File: src/rtl/vga_pkg.sv
// Shared definitions for the VGA frame reader.
//   - Raster constants for the 640x480 @ 800x525 timing and pipeline latency.
//   - Source-select mode enum and the RGB332 colour type.
//   - Colour-bar table and RGB332 -> 24-bit expansion helper.
//   - Control word carried down the timing delay line.
package vga_pkg;

    localparam int unsigned H_TOTAL  = 800;
    localparam int unsigned V_TOTAL  = 525;
    localparam int unsigned H_ACTIVE = 640;
    localparam int unsigned V_ACTIVE = 480;
    localparam int unsigned PIPE_LAT = 4;
    localparam int unsigned BAR_W    = H_ACTIVE / 8;

    typedef enum logic [1:0] {
        MODE_FB    = 2'd0,
        MODE_BARS  = 2'd1,
        MODE_SOLID = 2'd2
    } mode_e;

    typedef logic [7:0] rgb332_t;

    // Bar 0 (leftmost) sits in the low byte:
    // white, yellow, cyan, green, magenta, red, blue, black.
    localparam logic [63:0] BAR_TABLE = {
        8'h00, 8'h03, 8'hE0, 8'hE3, 8'h1C, 8'h1F, 8'hFC, 8'hFF
    };

    typedef struct packed {
        logic    hsync_n;
        logic    vsync_n;
        logic    blank_n;
        logic    frame_start;
        logic    use_fb;
        rgb332_t color;
    } pipe_ctrl_t;

    localparam pipe_ctrl_t CTRL_IDLE = '{
        hsync_n: 1'b1, vsync_n: 1'b1, blank_n: 1'b0,
        frame_start: 1'b0, use_fb: 1'b0, color: 8'h00
    };

    function automatic rgb332_t bar_color(input logic [2:0] idx);
        return BAR_TABLE[{idx, 3'b000} +: 8];
    endfunction

    // Mode 3 is folded onto the solid-colour source.
    function automatic mode_e decode_mode(input logic [1:0] m);
        case (m)
            2'd0:    return MODE_FB;
            2'd1:    return MODE_BARS;
            default: return MODE_SOLID;
        endcase
    endfunction

    function automatic logic [23:0] expand_rgb332(input rgb332_t c);
        return {c[7:5], c[7:5], c[7:6], c[4:2], c[4:2], c[4:3], {4{c[1:0]}}};
    endfunction

endpackage

File: src/rtl/vga_delay_line.sv
// Fixed-depth register delay line with an asynchronous reset value.
//   clock   : rising-edge clock
//   reset   : asynchronous active-high reset, loads RESET_VALUE into every stage
//   sample  : value entering the line
//   delayed : value that entered DEPTH clocks earlier
module vga_delay_line #(
    parameter int unsigned      WIDTH       = 1,
    parameter int unsigned      DEPTH       = 1,
    parameter logic [WIDTH-1:0] RESET_VALUE = '0
) (
    input  logic             clock,
    input  logic             reset,
    input  logic [WIDTH-1:0] sample,
    output logic [WIDTH-1:0] delayed
);

    logic [WIDTH-1:0] stage_q [DEPTH];

    always_ff @(posedge clock or posedge reset) begin
        if (reset) begin
            for (int i = 0; i < int'(DEPTH); i++) begin
                stage_q[i] <= RESET_VALUE;
            end
        end else begin
            stage_q[0] <= sample;
            for (int i = 1; i < int'(DEPTH); i++) begin
                stage_q[i] <= stage_q[i-1];
            end
        end
    end

    assign delayed = stage_q[DEPTH-1];

endmodule

File: src/rtl/vga_frame_reader.sv
// Turns raster position/timing into pixel colour with a fixed 4-cycle latency.
// Sources: 2x-upscaled RGB332 framebuffer, colour bars, or a solid colour.
//   vga_clock, reset                : pixel clock, async active-high reset
//   hcount, vcount                  : raster position from the timing generator
//   hsync_n, vsync_n, blank_n       : timing, coincident with hcount/vcount
//   mode, bg_color                  : source select (latched per frame), solid colour
//   fb_rd_en, fb_rd_addr            : framebuffer read request (registered)
//   fb_rd_data                      : read data, two cycles after the request
//   vga_r/g/b, vga_*sync_n, blank_n : aligned pixel output
//   frame_start                     : pulse with output pixel (0,0)
module vga_frame_reader
    import vga_pkg::*;
#(
    parameter int unsigned FB_W = 320,
    parameter int unsigned FB_H = 240
) (
    input  logic        vga_clock,
    input  logic        reset,
    input  logic [9:0]  hcount,
    input  logic [9:0]  vcount,
    input  logic        hsync_n,
    input  logic        vsync_n,
    input  logic        blank_n,
    input  logic [1:0]  mode,
    input  logic [7:0]  bg_color,
    output logic        fb_rd_en,
    output logic [16:0] fb_rd_addr,
    input  logic [7:0]  fb_rd_data,
    output logic [7:0]  vga_r,
    output logic [7:0]  vga_g,
    output logic [7:0]  vga_b,
    output logic        vga_hsync_n,
    output logic        vga_vsync_n,
    output logic        vga_blank_n,
    output logic        frame_start
);

    logic        frame_origin;
    logic        line_end;
    mode_e       mode_q;
    mode_e       mode_eff;
    logic [16:0] row_base_q;
    logic [6:0]  bar_cnt_q, bar_cnt_cur;
    logic [2:0]  bar_idx_q, bar_idx_cur;
    pipe_ctrl_t  ctrl_in, ctrl_out;

    assign frame_origin = (hcount == '0) && (vcount == '0);
    assign line_end     = (hcount == 10'(H_TOTAL - 1));

    // At the frame origin the newly latched mode already governs pixel (0,0),
    // so the whole frame uses a single source.
    assign mode_eff = frame_origin ? decode_mode(mode) : mode_q;

    always_ff @(posedge vga_clock or posedge reset) begin
        if (reset) begin
            mode_q <= MODE_FB;
        end else if (frame_origin) begin
            mode_q <= decode_mode(mode);
        end
    end

    // Each framebuffer row serves two output lines: advance after odd lines.
    always_ff @(posedge vga_clock or posedge reset) begin
        if (reset) begin
            row_base_q <= '0;
        end else if (line_end) begin
            if (vcount == 10'(V_TOTAL - 1)) begin
                row_base_q <= '0;
            end else if (vcount[0] && (vcount < 10'(2 * FB_H - 1))) begin
                row_base_q <= row_base_q + 17'(FB_W);
            end
        end
    end

    always_ff @(posedge vga_clock or posedge reset) begin
        if (reset) begin
            fb_rd_en   <= 1'b0;
            fb_rd_addr <= '0;
        end else begin
            fb_rd_en   <= blank_n && (mode_eff == MODE_FB);
            fb_rd_addr <= row_base_q + 17'(hcount[9:1]);
        end
    end

    // Bar position tracks hcount; forced to the left edge at hcount == 0.
    always_comb begin
        bar_cnt_cur = (hcount == '0) ? '0 : bar_cnt_q;
        bar_idx_cur = (hcount == '0) ? '0 : bar_idx_q;
    end

    always_ff @(posedge vga_clock or posedge reset) begin
        if (reset) begin
            bar_cnt_q <= '0;
            bar_idx_q <= '0;
        end else if (bar_cnt_cur == 7'(BAR_W - 1)) begin
            bar_cnt_q <= '0;
            bar_idx_q <= bar_idx_cur + 3'd1;
        end else begin
            bar_cnt_q <= bar_cnt_cur + 7'd1;
            bar_idx_q <= bar_idx_cur;
        end
    end

    always_comb begin
        ctrl_in             = CTRL_IDLE;
        ctrl_in.hsync_n     = hsync_n;
        ctrl_in.vsync_n     = vsync_n;
        ctrl_in.blank_n     = blank_n;
        ctrl_in.frame_start = frame_origin;
        ctrl_in.use_fb      = (mode_eff == MODE_FB);
        ctrl_in.color       = (mode_eff == MODE_BARS) ? bar_color(bar_idx_cur) : bg_color;
    end

    // Three stages here plus the output register match address + memory latency.
    vga_delay_line #(
        .WIDTH       ($bits(pipe_ctrl_t)),
        .DEPTH       (PIPE_LAT - 1),
        .RESET_VALUE (CTRL_IDLE)
    ) u_ctrl_delay (
        .clock   (vga_clock),
        .reset   (reset),
        .sample  (ctrl_in),
        .delayed (ctrl_out)
    );

    always_ff @(posedge vga_clock or posedge reset) begin
        if (reset) begin
            vga_r       <= '0;
            vga_g       <= '0;
            vga_b       <= '0;
            vga_hsync_n <= 1'b1;
            vga_vsync_n <= 1'b1;
            vga_blank_n <= 1'b0;
            frame_start <= 1'b0;
        end else begin
            vga_hsync_n <= ctrl_out.hsync_n;
            vga_vsync_n <= ctrl_out.vsync_n;
            vga_blank_n <= ctrl_out.blank_n;
            frame_start <= ctrl_out.frame_start;
            if (ctrl_out.blank_n) begin
                {vga_r, vga_g, vga_b} <=
                    expand_rgb332(ctrl_out.use_fb ? fb_rd_data : ctrl_out.color);
            end else begin
                {vga_r, vga_g, vga_b} <= '0;
            end
        end
    end

endmodule

File: config.mk
export PLATFORM = sky130hd
export DESIGN_NAME = vga_frame_reader
export DESIGN_NICKNAME = d
export VERILOG_FILES = /design/src/rtl/vga_pkg.sv /design/src/rtl/vga_delay_line.sv /design/src/rtl/vga_frame_reader.sv
export SDC_FILE = /design/constraint.sdc
export NUM_CORES = 1
export LEC_CHECK = 0
export ABC_AREA = 1
export CORE_AREA = 2 2 97 99
export CTS_CLUSTER_DIAMETER = 120
export DETAILED_ROUTE_END_ITERATION = 8
export DIE_AREA = 0 0 99 101
export PLACE_DENSITY = 0.7
export SLEW_MARGIN = 0
export SYNTH_ARGS = -nofsm -noshare
export SYNTH_HDL_FRONTEND = slang
export SYNTH_SLANG_ARGS = --single-unit
export TNS_END_PERCENT = 1
File: constraint.sdc
create_clock -name vga_clock -period 3.6 [get_ports vga_clock]
set_input_delay 0.72 -clock vga_clock [delete_from_list [all_inputs] [get_ports vga_clock]]
set_output_delay 0.72 -clock vga_clock [all_outputs]
set_load 0.1 [all_outputs]
# Yosys cells after proc, flatten, opt, wreduce, memory -nomap -nowiden
# Index checks and enable logic that the tools add are counted.
totals:
  input_bits: 43
  register_bits: 114
  out_inout_bits: 46
classes:
  n_addsub: 4
  n_lt_le_gt_ge: 1
  n_shift: 1
  eq_ne: 5
  mux: 13
  reduce_logical: 9
op_table:
  columns: ["cell", "n"]
  rows:
  - ["$shiftx A64 B7 Y8 const A", 1]
  - ["$mux W8", 5]
  - ["$mux W17", 2]
  - ["$eq A10 B10 Y1 const B", 2]
  - ["$logic_not A10 Y1", 2]
  - ["$add A17 B9 Y17", 1]
  - ["$add A17 B9 Y17 const B", 1]
  - ["$mux W7", 2]
  - ["$lt A10 B9 Y1 const B", 1]
  - ["$add A7 B1 Y7 const B", 1]
  - ["$eq A7 B7 Y1 const B", 1]
  - ["$mux W3", 2]
  - ["$eq A2 B1 Y1 const B", 2]
  - ["$logic_not A2 Y1", 2]
  - ["$pmux W2 S2", 1]
  - ["$add A3 B1 Y3 const B", 1]
  - ["$logic_and A1 B1 Y1", 3]
  - ["$mux W2", 1]
  - ["$reduce_and A2 Y1", 1]
  - ["$reduce_bool A2 Y1", 1]

# Longest topological paths before layout
# Gate-level depths: netlist of the first run.
logic_depth:
  ltp_word: 5
  depth_mapped: 10
  depth_no_buf: 10

# Modules after synthesis
# Synthesis of the first run repeated with hierarchy kept, for this count alone.
hier_totals:
  cells_unflattened: 395
  area_unflattened_um2: 3860.0
modules_own_cells:
  columns: ["module", "area_per_inst_um2", "instances", "cells_each"]
  rows:
  - ["vga_frame_reader", 2775.2, 1, 342]
  - ["vga_delay_line", 1084.8, 1, 53]

# Least setup slack after synthesis of the first run
# No wires, ideal clock.
synth_path:
  path_kind: "register -> output"
  from: "register vga_b[6] (netlist name)"
  to: "output port vga_b[2]"
  t_arrival_ns: 1.357
  stages_incl_launch_ff: 2
  setup_slack_ns: 1.523
  n_path_buf: 1
  path_cell_list: "dfrtp_1 -> buf_4"
synth_rtl:
  columns: ["item", "line_no", "rtl"]
  rows:
  - ["end: declaration", "vga_frame_reader.sv:31", "output logic [7:0] vga_b,"]

# Worst setup path after layout of the first run
layout_path:
  from: "register vga_vsync_n"
  to: "output port vga_vsync_n"
layout_rtl:
  columns: ["item", "line_no", "rtl"]
  rows:
  - ["start: declaration", "vga_frame_reader.sv:33", "output logic vga_vsync_n,"]
  - ["start signal: assignment", "vga_frame_reader.sv:137", "vga_vsync_n <= ctrl_out.vsync_n;"]
# No word-level cell between the ends.

==> results.ini, run 1 <==
[cells_and_area]
diodes=0
area_growth_pct=28.46
stdcell_area_mm2=0.004891
stdcell_count=591
drive_gt1_share_pct=7.917
fin_nets=524

[floorplanning]
start_util_pct=42.41
io_pins=89
core_mm2=0.008977
design.die.area_mm2=0.009999
die_w_um=99
fp.dieH_um=101
rows=35

[logic_synthesis]
synth_edf_count=0
synth-warning-count=0
synth_top_area_share_pct=55.21
postSynthCellCount=400
async_flop_share_pct=100.0
synth_seq_area_share_pct=60.73
synth_top_flop_cell=dfrtp_1
yosys-top-cells-area=dfrtp_1 55%, nand2_1 9.8%, nor2_1 5.8%
synth_cell_types=30
yosysMostFrequentCell=nand2_1
synth_top_cell_by_area=dfrtp_1
synth_area_mm2=0.003807
avgSynthCellArea_um2=9.519
ys_seq_elements=92
synth_commonest_cells=99 x nand2_1, 84 x dfrtp_1, 59 x nor2_1, 42 x inv_1
syn_nets=449

[global_route]
grt_pass1_vias=2664
gr-total-overflow=0
grt.total_usage_pct=15.18
grt_max_degree=49
grt_pass1_wl_mm=11.96
antenna_found_initial=0

[hold_path]
hold_start=u_ctrl_delay.stage_q[31]$_DFF_PP0_
hold_path_depth=0
hold_end=u_ctrl_delay.stage_q[18]$_DFF_PP0_
hp-class=flop to flop

[timing]
finalHoldViolCount=0
final_min_period_over_clock_period_pct=75.83
setup_viol=0
max-slew-margin-rel_pct=33.54
fmax_ghz=0.3663
skew_ns=0.01035
finalMaxSlewViolations=0
fin_setup_tns_ns=0
period_needed_ns=2.730
rsz0062_at_grt=false
tightest_slew_ns=0.9938

[critical_path]
cp-end-kind=output pin
crit_required_ns=2.88
path_cells=clkdlybuf4s50_1
crit_buf_inv=1
slowest_stage=clkdlybuf4s50_1
cp_max_fo=1
rrSetupSlack_ns=1.79
startpoint=vga_vsync_n$_DFF_PP1_
startpoint_type=flop
critPathMaxStageDelay_ns=1.12
path_class=flop to output pin
cpLargestDelayFamily=buffers and inverters
cp.arrival_ns=2.01
rr_worst_depth=8
r2r-start=row_base_q[7]$_DFFE_PP0P_
worstReg2RegEnd=fb_rd_addr[15]$_DFF_PP0_

[clock_network]
h-tree-depth=3
clk_latency_ns=0.36
clk_pin_slew_worst_paths_ns=0.10
holdBufCountCts=0
cts_resized=0
clkSinkCount=92
clock_path_buffers=2
cts-root-buf=clkbuf_8
cts_setup_buffers=0
numCtsBuffers=9
cts_tree=done

[routing]
drc=0
post_drt_wl_per_cell_um=11.79
first_pass_iters=4
first_iter_violations=110
ant_nets=0
drt_wl_total_mm=6.969
vias=2745
vias_per_cell=4.645

[flow_run]
cap_violations=0

[placed_design]
place_area_mm2=0.004690
dp.cells=575
gp_congestion=0.8575
place_hpwl_mm=5.223
portBuffers=88

[power]
vdd_drop_max_mv=0.1762
p_per_area_mw_per_mm2=472.0
p_leak_nw=2.405

[run_status]
outcome=finished clean

## layer usage
| layer | global-route usage [%] | vias to the layer above | part of all wire (%) |
|---|---|---|---|
| met3 | 4.161 | 12 | 6.2 |
| met2 | 25.47 | 73 | 49 |
| li1 | - | 1362 | - |
| met1 | 19.10 | 1298 | 44 |
| met4 | 5.163 | 0 | 1.4 |
| met5 | 0 | - | 0 |
## report_power, final
part	internal, mW	switching [mW]
combinational	0.156	0.321
sequential	1.12	0.0361
clock	0.277	0.403
## worst register-to-register path, delay by kind of cell (launching register included)
family / cells / cell delay (ns)
xor+xnor: 1 / 0.16
simple gates: 5 / 0.63
fa+ha+maj: 1 / 0.32
compound gates: 1 / 0.17
flops: 1 / 0.42
## cells in the final DEF (no fill, tap or decap), drive strengths merged, types with 8 or more instances in the layout
master and n:
nand3 13, dfstp 8, xor2 12, clkbuf 9, nor2 64, a21oi 8, dfrtp 84, nand2 101
clkdlybuf4s50 88, o21ai 17, inv 46
## worst max-delay path by stage
stage                                         to  depth (start not counted)
after floorplan           bar_cnt_q[0]$_DFF_PP0_                          1
after global placement    bar_cnt_q[6]$_DFF_PP0_                         11
after detailed placement  bar_cnt_q[6]$_DFF_PP0_                         11
after CTS                            vga_vsync_n                          1
after global routing                 vga_vsync_n                          1
final                                vga_vsync_n                          1
## cell families (layout without fill, tap and decap cells)
| family | Yosys count | in the layout | synth area share [%] |
|---|---|---|---|
| AO/OA/AOI/OAI | 29 | 29 | 4.469 |
| XOR/XNOR | 14 | 14 | 3.221 |
| adder cells (fa/ha/maj) | 6 | 6 | 1.972 |
| buffers and inverters | 69 | 149 | 8.511 |
| flip-flops | 92 | 92 | 60.73 |
| AND/OR/NAND/NOR | 190 | 190 | 21.10 |
## registers in the layout, summed over array words and instances, names as in the netlist
register / flops
u_ctrl_delay.stage_q: 26
bar_idx_q: 3
mode_q: 2
fb_rd_en: 1
vga_b: 2
vga_g: 3
fb_rd_addr: 17
vga_blank_n: 1
vga_vsync_n: 1
u_ctrl_delay.delayed: 13
vga_hsync_n: 1
vga_r: 3
frame_start: 1
bar_cnt_q: 7
row_base_q: 11
## stage by stage
step                util [%]  hold slack (ns)  worst slack (ns)  total power, mW
global placement       52.24           0.3318            0.9841            1.642
detailed placement     52.24           0.3347            0.8752            1.655
global route           54.48           0.3623            0.8119            2.440
floorplan                  -           0.3312            0.5013            1.522
finish                 54.48           0.3466            0.8700            2.309
CTS                    54.48           0.3511            0.8506            2.334
## layout make-up
class / instances / area, um2
fillers: 826 / 4086
flip-flops and latches: 92 / 2312
multi-input cells: 239 / 1171
repair buffers: 89 / 900.9
inverters: 44 / 166.4
well taps: 111 / 138.9
clock buffers: 9 / 123.9
clock inverters: 7 / 77.57
No activity file was read; power rests on OpenSTA's default activity.
==> run 2: changes to the inputs <==
- PLACE_DENSITY: 0.7 -> 0.73
- clock period: 3.6 -> 2.2 ns (I/O delays scaled with it)
==> results.ini, run 2 (synthesized netlist as in run 1, its figures left out) <==
[power]
p_seq_share_pct=49.1  ; -0.8 points
power.switching_mw=1.279  ; +68%
p_leak_nw=2.557  ; +6.3%
p_per_area_mw_per_mm2=782.1  ; +66%
totalPowerFinal_mw=3.843  ; +66%
comb_power_share_pct=21.4  ; +0.8 points
p_int_mw=2.563  ; +66%
vdd_drop_max_mv=0.3117  ; +77%
p_sw_share_pct=33.29  ; +0.38 points
power_frac_clock_pct=29.4  ; about the same

[critical_path]
path_cells=clkdlybuf4s50_1 > nor2_1 > nand2_1 > nor2_8 > nor2_1 > ha_1 > nand3_1 > nor2_1 > nand2_1 > nand2_1 > nor2_1
cp_common_cell=nor2_1
cpLargestDelayFamily=simple AND/OR/NAND/NOR gates
crit_required_ns=2.45  ; -0.43 ns
cp-end-kind=flop
r2r-start=row_base_q[7]$_DFFE_PP0P_
crit_buf_inv=1  ; unchanged
cp.arrival_ns=2.27  ; +0.26 ns
path_class=primary input to flop
slowest_stage=clkdlybuf4s50_1
rrSetupSlack_ns=0.49  ; -1.30 ns
startpoint_type=primary input
rr_worst_depth=8  ; unchanged
critPathMaxStageDelay_ns=0.51  ; -0.61 ns
worstReg2RegEnd=fb_rd_addr[11]$_DFF_PP0_
cp_max_fo=5  ; +4

[placed_design]
place_area_mm2=0.004712  ; +0.48%
portBuffers=88  ; unchanged
place_hpwl_mm=5.325  ; +2.0%
pre_cts_slack_ns=-0.1790  ; -1.054 ns
gp_congestion=0.8377  ; -2.3%
dp.cells=593  ; +3.1%

[cells_and_area]
diodes=0  ; unchanged
stdcell_count=609  ; +3.0%
drive_gt1_share_pct=20.48  ; +13 points
area_growth_pct=29.05
nFillCells=798  ; -3.4%
mostFrequentLayoutCell=nand2_1
largest_reg_flops=26  ; unchanged
stdcell_area_mm2=0.004913  ; +0.46%
top_register=u_ctrl_delay.stage_q
fin_nets=542  ; +3.4%
layout_common_cells=99 x nand2_1, 84 x dfrtp_1, 64 x buf_4
final_core_utilization_pct=54.73  ; +0.25 points

[global_route]
gr-total-overflow=0  ; unchanged
grt.total_usage_pct=15.68  ; +0.50 points
grt_pass1_wl_mm=12.50  ; +4.5%
grt_max_degree=93  ; +90%
grt_pass1_vias=2745  ; +3.0%
antenna_found_initial=0  ; unchanged

[floorplanning]
core_mm2=0.008977  ; unchanged
die_w_um=99  ; unchanged
design.die.area_mm2=0.009999  ; unchanged
rows=35  ; unchanged
io_pins=89  ; unchanged
start_util_pct=42.41  ; unchanged
fp.dieH_um=101  ; unchanged

[routing]
post_drt_wl_per_cell_um=12.00  ; +1.8%
dr_wl_met3_um=396  ; -8.3%
top_layer=met4
vias_per_cell=4.562  ; -1.8%
drt_wl_total_mm=7.308  ; +4.9%
wl_met2_mm=3.466  ; +1.9%
first_iter_violations=91  ; -17%
ant_nets=0  ; unchanged
m1WireLength_mm=3.324  ; +9.3%
drc=0  ; unchanged
first_pass_iters=4  ; unchanged
vias=2778  ; +1.2%

[clock_network]
clk_latency_ns=0.36  ; about the same
clkSinkCount=92  ; unchanged
cts_setup_buffers=0  ; unchanged
clock_path_buffers=2  ; unchanged
cts_tree=done
holdBufCountCts=0  ; unchanged
cts-root-buf=clkbuf_8
clk_pin_slew_worst_paths_ns=0.10  ; about the same
numCtsBuffers=9  ; unchanged
h-tree-depth=3  ; unchanged
cts_resized=0  ; unchanged

[timing]
rsz0062_at_grt=false
fin_setup_tns_ns=0  ; unchanged
period_needed_ns=2.022
finalHoldViolCount=0  ; unchanged
finalMaxSlewViolations=0  ; unchanged
fmax_ghz=0.4945
final_min_period_over_clock_period_pct=91.92
setup_slack_ns=0.1779  ; -0.6922 ns
max-slew-margin-rel_pct=68.59  ; +35 points
tightest_slew_ns=0.4711  ; -0.5227 ns
skew_ns=0.005553  ; -0.004800 ns
whs_ns=0.3521  ; +0.005424 ns
setup_viol=0  ; unchanged

[flow_run]
cap_violations=0  ; unchanged

[hold_path]
hold_end=u_ctrl_delay.stage_q[13]$_DFF_PP0_
hp-class=flop to flop
hold_path_depth=0  ; unchanged
hold_start=u_ctrl_delay.stage_q[26]$_DFF_PP0_

[run_status]
outcome=finished clean

-- run 2: cell type report --
| cell class | instances | area, um2 | share of cell area (%) |
|---|---|---|---|
| tap | 111 | 138.9 | 2.827 |
| timing repair buffer | 107 | 920.9 | 18.74 |
| clock inverter | 7 | 77.57 | 1.579 |
| clock buffer | 9 | 123.9 | 2.521 |
| inverter | 44 | 168.9 | 3.438 |
| sequential | 92 | 2312 | 47.06 |
| multi-input combinational | 239 | 1171 | 23.83 |
-- run 2: worst max path at each step --
stage	from	endpoint	slack, ns	cells past startpoint
after global routing	hcount[8]	bar_idx_q[0]$_DFF_PP0_	0.11	11
after global placement	hcount[8]	bar_idx_q[1]$_DFF_PP0_	0.001	9
final	hcount[8]	bar_cnt_q[6]$_DFF_PP0_	0.18	11
after floorplan	vga_b[6]$_DFF_PP0_	vga_b[2]	0.40	1
after detailed placement	hcount[8]	bar_cnt_q[6]$_DFF_PP0_	-0.18	11
after CTS	hcount[8]	bar_cnt_q[6]$_DFF_PP0_	0.22	11
-- run 2: power by group through the flow --
stage / clock network, mW / registers, mW / logic, mW
floorplan: 0 / 2.05 / 0.445
global placement: 0 / 1.92 / 0.802
detailed placement: 0 / 1.92 / 0.826
CTS: 1.18 / 1.89 / 0.829
global route: 1.25 / 1.91 / 0.910
finish: 1.13 / 1.89 / 0.824
-- run 2: metal layers --
| layer | vias to the layer above | GRT usage (%) |
|---|---|---|
| met5 | - | 0 |
| met4 | 0 | 5.479 |
| met3 | 11 | 4.300 |
| met2 | 76 | 26.04 |
| met1 | 1291 | 19.86 |
| li1 | 1400 | - |
==> run 3: changes to the inputs <==
- CTS_BUF_LIST: unset -> sky130_fd_sc_hd__clkbuf_16
==> results.ini, run 3 (synthesized netlist as in run 1, its figures left out) <==
[critical_path]
startpoint_type=primary input
crit_buf_inv=1  ; unchanged
path_class=primary input to flop
slowest_stage=clkdlybuf4s50_1
cpLargestDelayFamily=simple AND/OR/NAND/NOR gates
rr_worst_depth=8  ; unchanged
cp.arrival_ns=2.27  ; about the same
crit_required_ns=2.43  ; -0.02 ns
critPathMaxStageDelay_ns=0.51  ; about the same
path_cells=clkdlybuf4s50_1 > nor2_1 > nand2_1 > nor2_8 > nor2_1 > ha_1 > nand3_1 > nor2_1 > nand2_1 > nand2_1 > nor2_1
cp_max_fo=5  ; unchanged
worst-path-stages=11  ; unchanged
cp-end-kind=flop
cp_common_cell=nor2_1

[floorplanning]
die_w_um=99  ; unchanged
start_util_pct=42.41  ; unchanged
core_mm2=0.008977  ; unchanged
io_pins=89  ; unchanged
rows=35  ; unchanged
design.die.area_mm2=0.009999  ; unchanged
fp.dieH_um=101  ; unchanged

[cells_and_area]
stdcell_area_mm2=0.005015  ; +2.1%
fin_nets=542  ; unchanged
mostFrequentLayoutCell=nand2_1
diodes=0  ; unchanged
layout_common_cells=99 x nand2_1, 84 x dfrtp_1, 64 x buf_4
top_register=u_ctrl_delay.stage_q
area_growth_pct=31.71
drive_gt1_share_pct=20.48  ; unchanged
largest_reg_flops=26  ; unchanged

[routing]
first_pass_iters=4  ; unchanged
vias_per_cell=4.575  ; +0.29%
vias=2786  ; +0.29%
drt_wl_total_mm=7.303  ; about the same
ant_nets=0  ; unchanged
first_iter_violations=84  ; -7.7%
post_drt_wl_per_cell_um=11.99  ; about the same
drc=0  ; unchanged

[clock_network]
clkSinkCount=92  ; unchanged
cts-root-buf=clkbuf_16
cts_tree=done
holdBufCountCts=0  ; unchanged
clk_pin_slew_worst_paths_ns=0.07  ; -0.03 ns
cts_resized=0  ; unchanged
clk_latency_ns=0.34  ; -0.02 ns
clock_path_buffers=2  ; unchanged
numCtsBuffers=9  ; unchanged
cts_setup_buffers=0  ; unchanged
h-tree-depth=3  ; unchanged

[global_route]
grt_pass1_wl_mm=12.51  ; about the same
grt_max_degree=93  ; unchanged
antenna_found_initial=0  ; unchanged
grt.total_usage_pct=15.63  ; -0.047 points
gr-total-overflow=0  ; unchanged
grt_pass1_vias=2766  ; +0.77%

[placed_design]
place_area_mm2=0.004712  ; unchanged
place_hpwl_mm=5.325  ; unchanged
gp_congestion=0.8377  ; unchanged
portBuffers=88  ; unchanged
pre_cts_slack_ns=-0.1790  ; unchanged

[timing]
max-slew-margin-rel_pct=69.16  ; +0.57 points
skew_ns=0.003032  ; -0.002521 ns
period_needed_ns=2.042  ; +0.02001 ns
final_min_period_over_clock_period_pct=92.82  ; +0.91 points
rsz0062_at_grt=false
fmax_ghz=0.4897  ; -0.98%
setup_viol=0  ; unchanged
tightest_slew_ns=0.4625  ; -0.008555 ns
finalMaxSlewViolations=0  ; unchanged
finalHoldViolCount=0  ; unchanged
fin_setup_tns_ns=0  ; unchanged
setup_slack_ns=0.1579  ; -0.02001 ns

[power]
power.switching_mw=1.326  ; +3.7%
p_leak_nw=2.603  ; +1.8%
comb_power_share_pct=19.4  ; -2.0 points
p_sw_share_pct=31.23  ; -2.1 points
p_seq_share_pct=44.5  ; -4.6 points
p_int_mw=2.920  ; +14%
power_frac_clock_pct=36.1  ; +6.7 points
vdd_drop_max_mv=0.3793  ; +22%
p_per_area_mw_per_mm2=846.8  ; +8.3%

[hold_path]
hold_path_depth=0  ; unchanged
hp-class=flop to flop

[run_status]
outcome=finished clean

[flow_run]
cap_violations=0  ; unchanged

run 3: cell types whose count changed in the layout (fill, tap and decap cells not counted):
| cell | previous run | this run |
|---|---|---|
| clkbuf_8 | 9 | 0 |
| clkbuf_16 | 0 | 9 |
run 3: path summary, 6_finish.rpt:
path,from,endpoint,slack [ns]
max,hcount[8],bar_cnt_q[6]$_DFF_PP0_,0.16
min,u_ctrl_delay.stage_q[26]$_DFF_PP0_,u_ctrl_delay.stage_q[13]$_DFF_PP0_,0.35
max reg2reg,row_base_q[7]$_DFFE_PP0P_,fb_rd_addr[11]$_DFF_PP0_,0.50
min reg2reg,u_ctrl_delay.stage_q[26]$_DFF_PP0_,u_ctrl_delay.stage_q[13]$_DFF_PP0_,0.35
max in group asynchronous,reset,u_ctrl_delay.stage_q[38]$_DFF_PP1_,1.24
min in group asynchronous,reset,row_base_q[16]$_DFFE_PP0P_,0.59
run 3: layout make-up:
type,count,area [um2]
Inverter,44,168.9
Fill cell,787,3963
Clock inverter,7,77.57
Clock buffer,9,225.2
Timing Repair Buffer,107,920.9
Sequential cell,92,2312
Tap cell,111,138.9
Multi-Input combinational cell,239,1171
run 3: per-layer routing:
metal / track usage (%) / wire, um / up-vias
met5: 0 / 0 / -
met2: 26.51 / 3498 / 91
li1: - / - / 1401
met4: 5.690 / 106 / 0
met1: 19.45 / 3266 / 1284
met3: 3.953 / 432 / 10
run 3: through the flow:
step           hold WS (ns)  utilization [%]  total power [mW]  std cells
2_1_floorplan        0.3312                -             2.490        400
3_3_place_gp         0.3321            52.49             2.718        593
3_5_place_dp         0.3347            52.49             2.746        593
4_1_cts              0.3438            55.86             4.300        609
5_1_grt              0.3482            55.86             4.462        609
6_report             0.3471            55.86             4.247        609
run 3: power by group through the flow:
stage / clock network (mW) / logic [mW] / registers (mW)
final: 1.53 / 0.824 / 1.89
after global routing: 1.65 / 0.909 / 1.91
after CTS: 1.58 / 0.830 / 1.89
after detailed placement: 0 / 0.826 / 1.92
after global placement: 0 / 0.802 / 1.92
after floorplan: 0 / 0.445 / 2.05
